<file path="src/rtl/elastic_alu_pipeline_if.sv">
// Handshake bundle for elastic_alu_pipeline: operand/mode input side, result output side,
// flush and occupancy. Signal suffixes are from the pipeline's point of view.
interface elastic_alu_pipeline_if #(
  parameter int unsigned DWIDTH = 8,
  parameter int unsigned STAGES = 3
);
  localparam int unsigned CW = $clog2(STAGES + 1);

  logic              in_valid_i;
  logic              in_ready_o;
  logic [DWIDTH-1:0] op1_i;
  logic [DWIDTH-1:0] op2_i;
  logic [1:0]        mode_i;
  logic              flush_i;
  logic              out_valid_o;
  logic              out_ready_i;
  logic [DWIDTH-1:0] res_o;
  logic [CW-1:0]     count_o;

  modport master (
    output in_valid_i, op1_i, op2_i, mode_i, flush_i, out_ready_i,
    input  in_ready_o, out_valid_o, res_o, count_o
  );

  modport slave (
    input  in_valid_i, op1_i, op2_i, mode_i, flush_i, out_ready_i,
    output in_ready_o, out_valid_o, res_o, count_o
  );
endinterface

</file>
<file path="src/rtl/elastic_alu_pipeline.sv">
// Elastic add/sub pipeline: stage 1 op1 +/- op2, stage 2 s1 -/+ op1, remaining stages delay.
// Per-stage valid bits with a combinational ready chain give full backpressure without a skid buffer.
module elastic_alu_pipeline #(
  parameter int unsigned DWIDTH = 8,
  parameter int unsigned STAGES = 3
) (
  input logic                   clk,
  input logic                   rst,
  elastic_alu_pipeline_if.slave bus
);
  localparam int unsigned CW = $clog2(STAGES + 1);

  logic [STAGES-1:0] valid_q, valid_d;
  logic [DWIDTH-1:0] data_q [STAGES];
  logic [DWIDTH-1:0] data_d [STAGES];
  logic [DWIDTH-1:0] op1_q, op1_d;
  logic [1:0]        mode_q, mode_d;
  logic [STAGES-1:0] adv;
  logic              accept;
  logic [CW-1:0]     cnt;

  // adv[i]: stage i may load this cycle (empty, or everything downstream moves)
  always_comb begin : ready_chain
    logic chain;
    chain = bus.out_ready_i;
    adv   = '0;
    for (int unsigned i = STAGES; i > 0; i--) begin
      chain    = ~valid_q[i-1] | chain;
      adv[i-1] = chain;
    end
  end

  assign bus.in_ready_o = adv[0] & ~bus.flush_i;
  assign accept         = bus.in_valid_i & bus.in_ready_o;

  always_comb begin : next_state
    valid_d = valid_q;
    data_d  = data_q;
    op1_d   = op1_q;
    mode_d  = mode_q;

    if (adv[0]) begin
      valid_d[0] = accept;
      if (accept) begin
        data_d[0] = bus.mode_i[0] ? bus.op1_i - bus.op2_i : bus.op1_i + bus.op2_i;
        op1_d     = bus.op1_i;
        mode_d    = bus.mode_i;
      end
    end

    if (adv[1]) begin
      valid_d[1] = valid_q[0];
      if (valid_q[0]) begin
        data_d[1] = mode_q[1] ? data_q[0] + op1_q : data_q[0] - op1_q;
      end
    end

    for (int unsigned i = 2; i < STAGES; i++) begin
      if (adv[i]) begin
        valid_d[i] = valid_q[i-1];
        if (valid_q[i-1]) begin
          data_d[i] = data_q[i-1];
        end
      end
    end

    if (bus.flush_i) begin
      valid_d = '0;
    end
  end

  always_ff @(posedge clk) begin
    if (rst) begin
      valid_q <= '0;
      op1_q   <= '0;
      mode_q  <= '0;
      for (int unsigned i = 0; i < STAGES; i++) begin
        data_q[i] <= '0;
      end
    end else begin
      valid_q <= valid_d;
      op1_q   <= op1_d;
      mode_q  <= mode_d;
      for (int unsigned i = 0; i < STAGES; i++) begin
        data_q[i] <= data_d[i];
      end
    end
  end

  always_comb begin : occupancy
    cnt = '0;
    for (int unsigned i = 0; i < STAGES; i++) begin
      cnt = cnt + CW'(valid_q[i]);
    end
  end

  assign bus.count_o     = cnt;
  assign bus.out_valid_o = valid_q[STAGES-1];
  assign bus.res_o       = data_q[STAGES-1];
endmodule

</file>
<file path="src/flat_wrapper.sv">
// flat-port wrapper written by rule: the top's interface ports become plain ports
module elastic_alu_pipeline_flat 
#(
  parameter int unsigned DWIDTH = 8,
  parameter int unsigned STAGES = 3
)
  (clk, rst, bus_in_valid_i, bus_op1_i, bus_op2_i, bus_mode_i, bus_flush_i, bus_out_ready_i, bus_in_ready_o, bus_out_valid_o, bus_res_o, bus_count_o);
  elastic_alu_pipeline_if #(.DWIDTH(DWIDTH), .STAGES(STAGES)) bus_i ();
  input logic clk;
  input logic rst;
  input wire logic [$bits(bus_i.in_valid_i)-1:0] bus_in_valid_i;
  input wire logic [$bits(bus_i.op1_i)-1:0] bus_op1_i;
  input wire logic [$bits(bus_i.op2_i)-1:0] bus_op2_i;
  input wire logic [$bits(bus_i.mode_i)-1:0] bus_mode_i;
  input wire logic [$bits(bus_i.flush_i)-1:0] bus_flush_i;
  input wire logic [$bits(bus_i.out_ready_i)-1:0] bus_out_ready_i;
  output wire logic [$bits(bus_i.in_ready_o)-1:0] bus_in_ready_o;
  output wire logic [$bits(bus_i.out_valid_o)-1:0] bus_out_valid_o;
  output wire logic [$bits(bus_i.res_o)-1:0] bus_res_o;
  output wire logic [$bits(bus_i.count_o)-1:0] bus_count_o;
  assign bus_i.in_valid_i = bus_in_valid_i;
  assign bus_i.op1_i = bus_op1_i;
  assign bus_i.op2_i = bus_op2_i;
  assign bus_i.mode_i = bus_mode_i;
  assign bus_i.flush_i = bus_flush_i;
  assign bus_i.out_ready_i = bus_out_ready_i;
  assign bus_in_ready_o = bus_i.in_ready_o;
  assign bus_out_valid_o = bus_i.out_valid_o;
  assign bus_res_o = bus_i.res_o;
  assign bus_count_o = bus_i.count_o;
  elastic_alu_pipeline #(.DWIDTH(DWIDTH), .STAGES(STAGES)) u_core (.clk(clk), .rst(rst), .bus(bus_i));
endmodule
</file>
<file path="config.mk">
export PLATFORM = sky130hd
export DESIGN_NAME = elastic_alu_pipeline_flat
export DESIGN_NICKNAME = d
export VERILOG_FILES = /design/src/rtl/elastic_alu_pipeline_if.sv /design/src/rtl/elastic_alu_pipeline.sv /design/src/flat_wrapper.sv
export SDC_FILE = /design/constraint.sdc
export NUM_CORES = 1
export LEC_CHECK = 0
export CAP_MARGIN = 0
export CELL_PAD_IN_SITES_DETAIL_PLACEMENT = 0
export CELL_PAD_IN_SITES_GLOBAL_PLACEMENT = 2
export CORE_ASPECT_RATIO = 2
export CORE_UTILIZATION = 34
export CTS_CLUSTER_DIAMETER = 100
export DETAILED_ROUTE_END_ITERATION = 10
export GPL_TIMING_DRIVEN = 0
export PLACE_DENSITY_LB_ADDON = 0.1
export SYNTH_ARGS = -nofsm -noshare
export SYNTH_HDL_FRONTEND = slang
export SYNTH_SLANG_ARGS = --single-unit
export TNS_END_PERCENT = 1
</file>
<file path="constraint.sdc">
create_clock -name clk -period 7.4 [get_ports clk]
set_input_delay 1.48 -clock clk [delete_from_list [all_inputs] [get_ports clk]]
set_output_delay 1.48 -clock clk [all_outputs]
set_load 0.03 [all_outputs]
</file>
## Word-level counts from Yosys, hierarchy flattened

Index checks and enable logic that the tools add are counted.

- Flip-flop bits (word level): 37
- Output and inout port bits: 12

- $add $sub $neg: 6
- Mux-type cells: 2
- Bitwise operators: 9
- Reduce and logical (&&, ||, !) cells: 4

Operator list:

| operator | number |
|---|---|
| $add 8x8->8 | 2 |
| $mux 8 | 2 |
| $sub 8x8->8 | 2 |
| $reduce_and 2->1 | 3 |
| $not 1->1 | 4 |
| $or 1x1->1 | 3 |
| $add 1x1->2 | 1 |
| $add 2x1->2 | 1 |
| $and 1x1->1 | 2 |
| $reduce_or 2->1 | 1 |

## Depth between registers and ports, before layout

- Depth after elaboration: 7
- Mapped depth: 11

## Worst setup path after synthesis

Ideal clock, no wire load.

- Kind: input to output
- Start: in bus_out_ready_i
- End: out bus_in_ready_o
- Arrival: 2049 ps
- Data required time: 5920 ps
- Setup slack: 3871 ps
- Stages: 2
- Buffers on the path: 0
- Cell sequence: and3b_1 -> a21oi_2

- Word-level cells in the longest chain between the ends: 4

RTL lines:

| element | line | text |
|---|---|---|
| from (decl) | flat_wrapper.sv:16 | `input wire logic [$bits(bus_i.out_ready_i)-1:0] bus_out_ready_i;` |
| $or 1x1->1 (3 in a row) | elastic_alu_pipeline.sv:28 | `chain = ~valid_q[i-1] \| chain;` |
| $and 1x1->1 | elastic_alu_pipeline.sv:33 | `assign bus.in_ready_o = adv[0] & ~bus.flush_i;` |
| to (decl) | flat_wrapper.sv:17 | `output wire logic [$bits(bus_i.in_ready_o)-1:0] bus_in_ready_o;` |

No other way between the ends.

## Worst setup path in the final report

Same ends and word-level chain as after synthesis.

==> out/results.tsv <==
metric	value	unit
synth_seq_cells	36	
drt_iter0_drc	36	
r2r_start	u_core.op1_q[0]	
cts_root_buf	clkbuf_16	
die_y	116	µm
synth-seq-area-share	32.8	%
rows	41	
ys_types	40	
cts_setup_buffers	0	
drcViolationCount	0	
synthTopCellsByArea	dfxtp_1 33%, ha_1 9.1%, a21oi_1 7.1%	
path_class	primary input to output pin	
grtUsageTotal	16.2	%
final_cell_mix	38 x nand2_1, 36 x dfxtp_1, 33 x clkdlybuf4s50_1, 31 x a21oi_1, 24 x nor2_1	
dp_hpwl	4.17	mm
htree_levels	2	
fin_nets	347	
vias_per_cell	4.62	
rsz0062_at_grt	false	
setup_viol	0	
grtUsageMet3	3.13	%
use_met1	13.9	%
min_from	u_core.data_q[11]	
period_needed	4620	ps
syn_area_per_cell	8.30	µm²
clk_pin_slew	50	ps
io_pins	35	
endpoint_kind	output pin	
die-width	58.9	µm
status	completed	
tightest_slew	565	ps
num_vias	1806	
tritoncts	yes	
cellPowerDensity	196	nW/µm²
grt_max_degree	11	
dr.pass1.iters	2	
synth_edf_count	0	
clk_latency	280	ps
min_path_type	register to register	
diodes	0	
postRouteWirelength	5.01	mm
cts_resized	0	
maxCapViolations	0	
gp_congestion	0.759	
clk_path_buf_depth	2	
syn_nets	307	
hold_buffers	0	
port-buffer-count	33	
startpoint_type	primary input	
synthDominantCellAreaShare	32.8	%
synth_area	2200	µm²
tns	0	ps
ys_warn_count	0	
fin_area	2790	µm²
final_hold_viol_count	0	
grt_pass1_vias	1714	
cts.sinks	36	
syn2layout_area_growth	26.8	%
skew	4.28	ps
fin_util	44.6	%
top_usage_layer	met2	
core	6260	µm²
ant_nets	0	
p_leak	0.00118	µW
start_util	35.1	%
placed_area	2640	µm²
cp.arrival	3140	ps
worstPathMaxFanout	5	
dieArea	6810	µm²
slew_violations	0	
relSlewSlack	62.3	%
crit_start	bus_out_ready_i	
synth.largest_area_cell	dfxtp_1	
drive_gt1_share	8.52	%
async_reset_ff_share	0	%
final_common_cell	nand2_1	
overflow	0	
peakVddDrop	0.000126	V
grt_pass1_wl	7.98	mm
fmax	217	MHz
antenna_found_initial	0	
met2_usage	33.3	%
critPathRequiredTime	5920	ps
layout_worst_path_cycle_share	62.4	%
synth_ff_type	dfxtp_1	
wl_per_cell	12.8	µm
cts_buffers	5	
netlist_instances	265	
==> layout make-up <==
type	count	area (µm²)
fill	701	3470
clock buffer	7	153
timing repair buffer	33	330
sequential	36	721
buffer	18	108
multi-input combinational	198	1320
tap	86	108
inverter	13	48.8
==> flip-flops by register name (all words and copies together), names as in the netlist <==
register / count
u_core.data_q: 16
u_core.bus.res_o: 8
u_core.op1_q: 8
u_core.valid_q: 3
u_core.mode_q: 1
==> critical path, cell delays in order <==
cell and delay (ps):
clkdlybuf4s50_1 520, and3b_1 260, a21oi_2 190, clkdlybuf4s50_1 690
==> routing by layer <==
| metal | vias to the layer above | part of all wire [%] |
|---|---|---|
| met5 | - | 0 |
| met4 | 0 | 1.9 |
| met3 | 5 | 2.3 |
| met2 | 27 | 62 |
| met1 | 796 | 33 |
| li1 | 978 | - |
==> cell usage after synthesis (all sizes together), types with 5 or more instances <==
cell     n
a211oi   6
a21oi   32
a31oi    5
buf     13
clkbuf   5
dfxtp   36
ha      16
inv     13
mux2i    9
nand2   38
nor2    24
nor3    10
o21ai    8
xnor2   14
xor2     7
==> cell families after synthesis <==
family                   after synthesis  share of synthesized area [%]
adder cells (fa/ha/maj)               19                           11.8
AND/OR/NAND/NOR                       84                           17.1
buffers and inverters                 31                           7.11
flip-flops                            36                           32.8
XOR/XNOR                              21                           8.36
multiplexers                          10                           4.61
AO/OA/AOI/OAI                         64                           18.2
==> report_power, final <==
group	switching (µW)	internal, µW
Clock	73.2	141
Combinational	65.0	58.6
Sequential	6.15	203
==> worst paths after layout <==
check | end | slack [ps] | cells after the start
hold / removal | u_core.data_q[11] | 460 | 2
hold reg to reg | u_core.data_q[11] | 460 | 2
setup reg to reg | u_core.data_q[15] | 4930 | 9
setup / recovery | bus_in_ready_o | 2780 | 4
==> through the flow <==
stage               power, µW  hold WS, ps  setup WS [ps]  cells
finish                    547          456           2780    391
global route              574          491           2700    391
CTS                       557          459           2770    391
detailed placement        339          451           2780    384
global placement          338          440           2790    384
floorplan                 301          431           3870    265
Power figures use the tool's default switching activity.
==> RTL edit, RTL diff (same flow settings) <==
`DWIDTH` is set to 8 in 3 places; all go to 6.
--- a/src/rtl/elastic_alu_pipeline_if.sv
+++ b/src/rtl/elastic_alu_pipeline_if.sv
@@ -2,5 +2,5 @@
 // flush and occupancy. Signal suffixes are from the pipeline's point of view.
 interface elastic_alu_pipeline_if #(
-  parameter int unsigned DWIDTH = 8,
+  parameter int unsigned DWIDTH = 6,
   parameter int unsigned STAGES = 3
 );
--- a/src/rtl/elastic_alu_pipeline.sv
+++ b/src/rtl/elastic_alu_pipeline.sv
@@ -2,5 +2,5 @@
 // Per-stage valid bits with a combinational ready chain give full backpressure without a skid buffer.
 module elastic_alu_pipeline #(
-  parameter int unsigned DWIDTH = 8,
+  parameter int unsigned DWIDTH = 6,
   parameter int unsigned STAGES = 3
 ) (
--- a/src/flat_wrapper.sv
+++ b/src/flat_wrapper.sv
@@ -2,5 +2,5 @@
 module elastic_alu_pipeline_flat 
 #(
-  parameter int unsigned DWIDTH = 8,
+  parameter int unsigned DWIDTH = 6,
   parameter int unsigned STAGES = 3
 )
Ports: changed (resized bus_op1_i, bus_op2_i and bus_res_o); port bits go from 35 to 29. The function was not compared with the original's and may differ.
==> RTL edit against the original RTL <==
- worst setup slack better by 0.12 ns
- cell area is 26% lower
- die area is 23% lower
- sequential cell count is 8 lower
- highest routed layer unchanged
- area after synthesis is 24% lower
- wire length is 27% lower
- first-iteration DRC count is 31% lower
- synthesized cell count is 26% lower
- fmax is 2.7% higher
- non-clock buffer count is 9 lower
- register-to-register slack better by 0.17 ns
- critical endpoint unchanged
- total power is 37% lower
==> RTL edit: results (changes against the original RTL) <==
Global routing
  – Initial antenna violation count: 0 (unchanged)
  – Largest net degree at the start of global routing: 16 (+5)
  – Vias in the first global route: 1,285 (-25%)
  – First-pass GRT wire length: 5.768 mm (-28%)
  – GRT Total Usage: 0.1517 (-0.009994)

Logic synthesis
  – Post-synthesis sequential element count: 28 (-22%)
  – Syn Nets: 230 (-25%)
  – Synth top area cells: dfxtp_1 34%, ha_1 9.0%, a21oi_1 5.7%
  – Post-synth top flop: dfxtp_1
  – Synth cell types: 35 (-13%)
  – Mux contribution to synthesized area: 0.06067 (+0.01460)
  – Post-Synth Adder-Cell Area: 0.1258 (+0.007526)
  – Post-Synth XOR/XNOR Area: 0.08390 (+0.0002774)
  – Synth top cells by count: 28 x dfxtp_1, 25 x nor2_1, 22 x nand2_1
  – Ys async rst share: 0 (unchanged)
  – Compound-gate portion of the synthesized area: 0.1221 (-0.05993)
  – Post-synthesis sequential area ratio: 0.3356 (+0.007935)

Worst hold path
  – Min-Delay Path Class: flop to flop
  – Hold endpoint: u_core.data_q[16]$_SDFFE_PP0P_
  – Hold wc startpoint: u_core.data_q[16]$_SDFFE_PP0P_

Cells and area
  – Fin nets: 263 (-24%)
  – Register name with the most flops: u_core.data_q
  – Fill cell count: 520 (-26%)
  – Antenna fix cells: 0 (unchanged)
  – Layout cells sized above 1: 0.07895 (-0.006299)
  – Max FFs per register: 12 (-4)

Placed design
  – Routability congestion estimate: 0.7319 (-3.6%)
  – Detailed-placement wirelength estimate: 3.102 mm (-26%)
  – Port Buffers: 28 (-15%)

Pwr
  – Max IR drop VDD: 0.00008239 V (-34%)
  – NetSw: 0.09847 mW (-32%)
  – Pleak: 0.9036 nW (-24%)

Routing
  – First drt pass iteration count: 4 (+2)
  – Routed length per instance: 12.93 µm (+0.95%)
  – First DRT Iteration DRCs: 25 (-31%)
  – Vias post-DR: 1,381 (-24%)

STA
  – Worst slew pin tran: 0.4640 ns (-0.1013 ns)
  – Post-Route Skew: 0.006811 ns (+0.002527 ns)
  – Hold WS: 0.4836 ns (+0.02732 ns)

Critical path
  – R2R Path Start: u_core.op1_q[0]$_SDFFE_PP0P_
  – Reg-to-reg endpoint: u_core.data_q[11]$_SDFFE_PP0P_
  – WP data required: 5.92 ns (about the same)
  – Max FO, Critical Path: 3 (-2)
  – R2R cell count: 9 (unchanged)
  – Top delay family on crit path: buffers and inverters
  – Setup slack, reg-to-reg: 5.10 ns (+0.17 ns)
  – Max incr delay on CP: 0.67 ns (-0.02 ns)

CTS
  – CTS Buf Count: 3 (-2)
  – Worst-path clk slew: 0.10 ns (+0.05 ns)
  – Postcts setup bufs: 0 (unchanged)
  – CTS HTree Levels: 1 (-1)
  – Skew-Pair Late Insertion Delay: 0.28 ns (about the same)
  – Clock Tree Buf Depth: 2 (unchanged)
  – Clock root buffer: clkbuf_8

Outcome
  – Outcome: finished, final reports clean
-- RTL edit: cell types whose count changed after synthesis, moves of 3 or more --
| cell | change |
|---|---|
| buf_4 | -4 |
| nand2_1 | -16 |
| o21ai_0 | -6 |
| a21oi_1 | -12 |
| nand3_1 | +5 |
| a211oi_1 | -3 |
| nand3b_1 | -3 |
| nor3_1 | -3 |
| a31oi_1 | -3 |
| ha_1 | -4 |
| dfxtp_1 | -8 |
| xnor2_1 | -5 |
-- RTL edit: through the flow --
step | std cells | setup slack, ns | utilization | instance area [µm²] | total power, mW
6_report | 283 | 2.906 | 0.4469 | 2074 | 0.3441
5_1_grt | 283 | 2.866 | 0.4469 | 2074 | 0.3631
4_1_cts | 283 | 2.894 | 0.4469 | 2074 | 0.3476
3_5_place_dp | 279 | 2.900 | 0.4350 | 2019 | 0.2506
3_3_place_gp | 279 | 2.922 | 0.4350 | 2019 | 0.2486
2_1_floorplan | 196 | 4.054 | - | 1670 | 0.2225
-- RTL edit: tightest hold or removal path: stages (launching register included) --
cell and delay [ns]:
dfxtp_1 0.33, nand2_1 0.06, a21oi_1 0.05
-- RTL edit: logic make-up (layout without fill, tap and decap cells) --
logic type | Yosys count | count (layout)
AO/OA/AOI/OAI | 33 | 33
XOR/XNOR | 16 | 16
adder cells (fa/ha/maj) | 15 | 15
buffers and inverters | 27 | 59
flip-flops | 28 | 28
multiplexers | 10 | 10
AND/OR/NAND/NOR | 67 | 67
-- RTL edit: how the worst max path moves through the flow --
stage                      to       startpoint  cells past startpoint
2_1_floorplan  bus_in_ready_o  bus_out_ready_i                      2
3_3_place_gp   bus_in_ready_o  bus_out_ready_i                      4
3_5_place_dp   bus_in_ready_o  bus_out_ready_i                      4
4_1_cts        bus_in_ready_o  bus_out_ready_i                      4
5_1_grt        bus_in_ready_o  bus_out_ready_i                      4
6_report       bus_in_ready_o  bus_out_ready_i                      4
-- RTL edit: layout make-up --
cell class                 instances  area share
timing repair buffer              28      0.1351
inverter                          13     0.02352
multi-input combinational        141      0.4674
sequential                        28      0.2702
clock buffer                       4     0.02654
buffer                            14     0.04403
tap                               55     0.03317
-- RTL edit: power by group through the flow --
stage	Combinational, mW	Clock, mW	Sequential, mW
floorplan	0.0583	0	0.164
CTS	0.0858	0.0998	0.162
finish	0.0839	0.0981	0.162
detailed placement	0.0850	0	0.166
global placement	0.0832	0	0.165
global route	0.0936	0.106	0.163
-- RTL edit: metal layers --
layer	part of all wire	vias up	global-route usage
met2	0.62	22	0.3287
met5	0	-	0
met4	0.019	0	0.06237
li1	-	715	-
met3	0.026	5	0.01961
met1	0.34	639	0.1222
